### src/rtl/sfu_array.sv
// sfu_array -- multi-channel special-function unit below the PE-array columns.
//
// Each of `col` channels keeps a signed saturating accumulator. A readout
// request copies every accumulator (optionally through ReLU) into the
// registered output vector for one out_valid pulse and clears the unit.
// Accumulation always wins over readout; a request that arrives while data
// is still streaming is remembered and executed on the first idle cycle.
//
// Ports:
//   clk        clock, rising-edge active
//   rst        synchronous active-low reset
//   in_valid   accumulate `in` this cycle
//   in         col x psum_bw signed partial sums, channel c at [c*psum_bw +: psum_bw]
//   relu_en    clamp negative results to zero on the readout cycle
//   rd_req     request readout of all channels
//   out_valid  one-cycle pulse marking fresh results on `out`
//   out        registered result vector, same packing as `in`
//   acc_cnt    accumulations since last clear (saturating)
//   sat_flag   per-channel sticky saturation indicator since last clear

module sfu_array #(
   parameter int col     = 8,
   parameter int psum_bw = 16,
   parameter int cnt_bw  = 8
) (
   input  logic                   clk,
   input  logic                   rst,
   input  logic                   in_valid,
   input  logic [col*psum_bw-1:0] in,
   input  logic                   relu_en,
   input  logic                   rd_req,
   output logic                   out_valid,
   output logic [col*psum_bw-1:0] out,
   output logic [cnt_bw-1:0]      acc_cnt,
   output logic [col-1:0]         sat_flag
);

   localparam logic [psum_bw-1:0] ACC_MAX = {1'b0, {(psum_bw-1){1'b1}}};
   localparam logic [psum_bw-1:0] ACC_MIN = {1'b1, {(psum_bw-1){1'b0}}};
   localparam logic [cnt_bw-1:0]  CNT_ONE = {{(cnt_bw-1){1'b0}}, 1'b1};
   localparam logic [cnt_bw-1:0]  CNT_MAX = {cnt_bw{1'b1}};

   typedef enum logic {
      IDLE,
      PEND
   } state_t;

   state_t state;
   state_t state_next;
   logic   do_read;

   logic [psum_bw-1:0] acc      [col];
   logic [psum_bw-1:0] acc_sat  [col];
   logic [psum_bw-1:0] relu_val [col];
   logic [col-1:0]     sat_hit;

   // Per-channel datapath: the sum is formed one bit wider so that overflow
   // shows up as a disagreement between the top two bits; the top bit then
   // tells which rail to clamp to.
   for (genvar c = 0; c < col; c++) begin : g_ch
      logic [psum_bw-1:0] in_ch;
      logic [psum_bw:0]   sum;

      assign in_ch       = in[c*psum_bw +: psum_bw];
      assign sum         = {acc[c][psum_bw-1], acc[c]} + {in_ch[psum_bw-1], in_ch};
      assign sat_hit[c]  = sum[psum_bw] ^ sum[psum_bw-1];
      assign acc_sat[c]  = !sat_hit[c] ? sum[psum_bw-1:0]
                         : (sum[psum_bw] ? ACC_MIN : ACC_MAX);
      assign relu_val[c] = (relu_en && acc[c][psum_bw-1]) ? '0 : acc[c];
   end

   // Readout control: a request seen together with in_valid is parked in
   // PEND; readout fires on any cycle with a live or parked request and no
   // incoming data.
   always_comb begin
      state_next = state;
      do_read    = 1'b0;
      case (state)
         IDLE: begin
            if (rd_req) begin
               if (in_valid) state_next = PEND;
               else          do_read    = 1'b1;
            end
         end
         PEND: begin
            if (!in_valid) begin
               state_next = IDLE;
               do_read    = 1'b1;
            end
         end
         default: state_next = IDLE;
      endcase
   end

   // State, accumulators, counter, flags and the registered output vector.
   // Accumulation and readout are mutually exclusive because readout only
   // fires when in_valid is low.
   always_ff @(posedge clk) begin
      if (!rst) begin
         state     <= IDLE;
         out_valid <= 1'b0;
         out       <= '0;
         acc_cnt   <= '0;
         sat_flag  <= '0;
         for (int c = 0; c < col; c++) acc[c] <= '0;
      end else begin
         state     <= state_next;
         out_valid <= do_read;
         if (in_valid) begin
            for (int c = 0; c < col; c++) acc[c] <= acc_sat[c];
            sat_flag <= sat_flag | sat_hit;
            if (acc_cnt != CNT_MAX) acc_cnt <= acc_cnt + CNT_ONE;
         end else if (do_read) begin
            for (int c = 0; c < col; c++) begin
               out[c*psum_bw +: psum_bw] <= relu_val[c];
               acc[c]                    <= '0;
            end
            acc_cnt  <= '0;
            sat_flag <= '0;
         end
      end
   end

endmodule

### config.mk
export PLATFORM = sky130hd
export DESIGN_NAME = sfu_array
export DESIGN_NICKNAME = d
export VERILOG_FILES = /design/src/rtl/sfu_array.sv
export SDC_FILE = /design/constraint.sdc
export NUM_CORES = 1
export LEC_CHECK = 0
export BUFFER_PORTS_ARGS = -buffer_cell sky130_fd_sc_hd__buf_2
export CAP_MARGIN = 20
export CORE_ASPECT_RATIO = 1.2
export CORE_MARGIN = 3
export CORE_UTILIZATION = 25
export DETAILED_ROUTE_END_ITERATION = 16
export GPL_TIMING_DRIVEN = 0
export PLACE_DENSITY = 0.48
export SETUP_SLACK_MARGIN = 0.02
export SLEW_MARGIN = 30
export SYNTH_ARGS = -nofsm -noshare
export SYNTH_HDL_FRONTEND = slang
export SYNTH_SLANG_ARGS = --single-unit
export TNS_END_PERCENT = 50
### constraint.sdc
create_clock -name clk -period 3.1 [get_ports clk]
set_input_delay 0.31 -clock clk [delete_from_list [all_inputs] [get_ports clk]]
set_output_delay 0.31 -clock clk [all_outputs]
set_load 0.02 [all_outputs]
After elaboration in Yosys (flattened, before gate mapping)
Memory sizes are Yosys's and may differ from the RTL's.
Cells that the tools add are included.
- bits in registers: 146
- bits in latches: 0
- RAM bits: 128
- bits in read-only memories: 0
- input port bits: 133
- output and inout port bits: 145
- logic and storage cells: 112
- memories: 1
- memories (name ; words ; width ; rd ports ; clocked after memory_dff ; write ports ; RTL line ; RTL):
    acc ; 8 ; 16 ; 8 ; 0 ; 8 ; 52 ; logic [psum_bw-1:0] acc [col];
- $add $sub $neg: 9
- multipliers: 0
- divide/modulo/power cells: 0
- order comparisons: 0
- eq/ne operators: 2
- shifts and indexed selects: 0
- mux-type cells: 57
- bitwise gates (word level): 27
- reductions and logical operators: 11
- operators with widths (cell ; count):
    $mux 16 ; 40
    $add 16x16->17 ; 8
    $mux 8 ; 4
    $or 1x1->1 ; 16
    $mux 1 ; 11
    $add 8x1->8 const B ; 1
    $logic_and 1x1->1 ; 8
    $ne 8x8->1 const B ; 1
    $or 8x8->8 ; 1
    $xor 1x1->1 ; 8
    $pmux 1 s2 ; 2
    $reduce_and 2->1 ; 2
    $ne 2x1->1 const B ; 1
    $not 1->1 ; 2
    $reduce_bool 2->1 ; 1

Longest topological paths before layout
- depth after elaboration: 8
- depth in mapped cells: 12
- depth with buffers taken out: 11

Least setup slack after synthesis
Ideal clock, no wire load.
- kind: reg2reg
- start point: memory acc[2][0] (netlist: acc[0][32])
- end point: memory acc[2][12] (netlist: acc[0][44]) (data pin)
- library setup time: 0.275 ns
- arrival time: 2.884 ns
- data required time: 2.825 ns
- setup slack: -0.059 ns
- cell stages (with the launch flop): 12
- buffers on the path: 1
- clock period less this slack: 3.159 ns
- path through: edfxtp_1 ha_1 fa_1 a211oi_1 o21ai_2 a31oi_1 o22ai_2 or4b_4 o21a_4 buf_12 nand2_2 a21oi_2
- RTL lines (element ; RTL line):
    start, declared ; 52

==> run_results.csv <==
group,metric,value,unit
synth,synth_top_family_by_area,"compound AO/OA/AOI/OAI gates",
cts,cts_sinks,274,
timing,fin_crit_sh,102,%
die,rows,100,
grt,overflow,0,
critical_path,worstSetupPathType,"reg2reg",
synth,synth_compound_area_share,29.9,%
min_path,hold_path.class,"in2reg",
critical_path,cpMaxStageDelayCell,"edfxtp_1",
pwr,p_leak,8.91,nW
min_path,hp-start,"rst",
critical_path,r2r_end,"acc[0][28]$_SDFFCE_PP0P_",
timing,rsz0062_at_grt,"yes",
timing,period_needed,3160,ps
cts,cts_tree,"yes",
die,die_x,235,µm
cts,insertion_delay,550,ps
critical_path,cp_cell_sequence,"ha_2 > fa_2 > a21oi_2 > o211ai_1 > o211ai_1 > a21boi_1 > o31a_1 > nor4_4 > mux2i_4 > buf_6 > a41o_1",
synth,yosysSeqAreaShare,39.0,%
synth,synth_flop_cell,"dfxtp_1",
routing,viasPerCell,5.09,
placement,dp.cells,2720,
grt,grt_max_degree,40,
synth,synthMuxAreaShare,0.502,%
synth,synth_area,15700,µm²
placement,post_dp_cell_area,18200,µm²
synth,ys_warn_count,0,
routing,dr.pass1.iters,5,
timing,worstMarginPinSlew,892,ps
routing,drt_iter0_drc,660,
routing,vias,14400,
critical_path,critPathMaxStageDelay,400,ps
synth,synth_fa_ha_area_share,11.4,%
synth,synth-xor-area-share,4.52,%
cts,clk_pin_slew,60,ps
die,dieArea,65900,µm²
cts,cts_inserted_buffers,37,
critical_path,arrival,3450,ps
die,die_h,281,µm
outcome,failed_checks,"negative setup slack",
synth,syn_nets,1894,
grt,grt_pass1_wl,84.3,mm
layout,utilization,32.6,%
min_path,hold_end,"acc[1][5]$_SDFFE_PP0P_",
pwr,powerDensity,672,nW/µm²
cts,ctsHtreeMaxLevel,2,
die,core,62200,µm²
routing,totalWireLength,55.7,mm
routing,detail-route-antenna-nets,0,
timing,fin_skew,12.9,ps
synth,ys_async_sr_fraction,0,%
critical_path,reg2reg_depth,11,
synth,synth_edf_count,64,
critical_path,worst_setup_path_end_kind,"register",
synth,synth-seq-cells,274,
synth,ys_types,95,
layout,syn_to_final_growth,29.0,%
flow_run,maxCapViolCount,0,
critical_path,start_kind,"register",
critical_path,r2r-start,"acc[0][16]$_SDFFCE_PP0P_",
timing,fmax,0.317,GHz
pwr,vdd_ir_drop_max,0.000292,V
grt,grt_use_total,16.2,%
layout,fin_cells,2822,
critical_path,cp.required,3400,ps
layout,final_cell_mix,"buf_2, dfxtp_1, a21oi_1",
critical_path,cpMostUsedCell,"o211ai_1",
placement,dp_slack,-482,ps
die,ios,278,
synth,synthCells,1624,
grt,grt_pass1_vias,14500,
synth,synth-simple-area-share,11.7,%
cts,clock-root-buffer,"clkbuf_16",
critical_path,rrSetupSlack,-60,ps
cts,clock_path_buffers,3,
timing,hold_viol,0,
placement,place_congestion,0.847,
layout,stdcell_area,20300,µm²
grt,antenna_found_initial,8,
placement,dp_hpwl,42.1,mm
timing,maxSlewViolCount,0,
critical_path,critPathMaxFanout,5,
synth,synth_area_per_cell,9.67,µm²
die,start_util,25.3,%
layout,layout_commonest_cell,"buf_2",
outcome,outcome,"finished, violations left",
routing,post_drt_wl_per_cell,19.7,µm
layout,drive_gt1_share,26.4,%
timing,setup_ws,-56.3,ps
layout,fin_nets,2249,
routing,drc_errors,0,
cts,cts_hold_buf,0,
timing,finalSetupViolations,19,
min_path,hold_depth,3,
timing,slew_headroom,40.5,%
placement,portBuffers,275,
==> sequential cells by signal, summed over array words and instances, names as in the netlist <==
name,flops
state,1
out_valid,1
acc_cnt,8
out,128
acc,128
sat_flag,8
==> cells by family (layout without fill, tap and decap cells) <==
kind of cell | after synthesis | in the layout
multiplexers | 7 | 7
adder cells (fa/ha/maj) | 138 | 138
XOR/XNOR | 81 | 81
flip-flops | 274 | 274
other | 0 | 1
AND/OR/NAND/NOR | 374 | 374
buffers and inverters | 113 | 494
AO/OA/AOI/OAI | 637 | 637
==> where the power goes <==
group | switching, mW | leakage, nW | total [mW] | internal [mW]
Clock | 1.74 | 0.604 | 4.35 | 2.61
Combinational | 2.68 | 5.86 | 4.75 | 2.07
Sequential | 0.353 | 2.45 | 4.50 | 4.15
Total | 4.78 | 8.91 | 13.6 | 8.83
==> synthesized netlist by cell type, types with 10 or more instances <==
library cell	n	area share, %
clkbuf_1	48	1.1
and3_1	15	0.60
nand2_1	89	2.1
o21a_1	25	1.2
a31oi_1	10	0.40
inv_1	46	1.1
a211oi_2	12	0.96
nor2_1	100	2.4
edfxtp_1	64	12
o21bai_1	12	0.57
xor2_1	31	1.7
nand2_2	10	0.40
a21oi_2	12	0.67
a211o_1	12	0.67
nand3_1	52	1.7
dfxtp_1	210	27
nor3_1	22	0.70
buf_2	10	0.32
a31o_2	20	1.1
a32o_1	30	1.9
a21o_1	38	1.8
a22o_1	100	5.6
o21ai_0	66	2.1
a211oi_1	37	1.8
or3_1	10	0.40
nor2b_1	10	0.40
xnor2_1	50	2.8
ha_1	129	10
a21oi_1	144	4.6
nand2b_1	19	0.76
o211ai_1	41	2.0
==> per-layer routing <==
layer | track usage (%) | routed length [µm] | part of all wire, %
met5 | 0 | 57 | 0.10
met4 | 5.86 | 1970 | 3.5
met3 | 4.31 | 3330 | 6.0
met2 | 28.2 | 26900 | 48
met1 | 19.1 | 23400 | 42
==> final cells by class <==
type                       count  area (µm²)
clock inverter                11         101
antenna                        1        2.50
timing repair buffer         316        1750
inverter                      46         175
tap                          816        1020
fill                        6416       41900
sequential                   274        6130
multi-input combinational   1237        9620
buffer                        67         344
clock buffer                  54        1120
==> through the flow <==
stage               power [mW]  TNS [ps]  hold slack [ps]
floorplan                 7.77         0              451
global placement          8.86   -104110              436
detailed placement        8.91    -27050              448
CTS                       13.6     -1260             50.3
global route              14.5     -2550             73.1
finish                    13.6      -633              100
==> timing repair <==
item                       CTS  global route
setup buffers               15            19
pin swaps                   22            33
cloned                       1             1
hold endpoints to repair     0             0
setup endpoints to repair   97           101
gates resized for setup     55            52
==> how the worst max path moves through the flow <==
stage / start / to / slack, ps / depth (start not counted)
5_1_grt: acc[0][16]$_SDFFCE_PP0P_ / acc[0][27]$_SDFFCE_PP0P_ / -140 / 11
2_1_floorplan: acc[0][32]$_SDFFCE_PP0P_ / acc[0][44]$_SDFFCE_PP0P_ / 70 / 11
3_5_place_dp: in[50] / acc[0][61]$_SDFFCE_PP0P_ / -480 / 10
3_3_place_gp: rst / acc[0][27]$_SDFFCE_PP0P_ / -1490 / 4
6_report: acc[0][16]$_SDFFCE_PP0P_ / acc[0][28]$_SDFFCE_PP0P_ / -60 / 11
4_1_cts: acc[0][16]$_SDFFCE_PP0P_ / acc[0][28]$_SDFFCE_PP0P_ / -110 / 11
==> worst max-delay path, delay by kind of cell (launching register included) <==
family | cells | cell delay (ps)
adder cells (fa/ha/maj) | 2 | 570
AO/OA/AOI/OAI | 6 | 1380
multiplexers | 1 | 150
AND/OR/NAND/NOR | 1 | 250
flip-flops | 1 | 400
buffers and inverters | 1 | 160
Power figures use the tool's default switching activity.
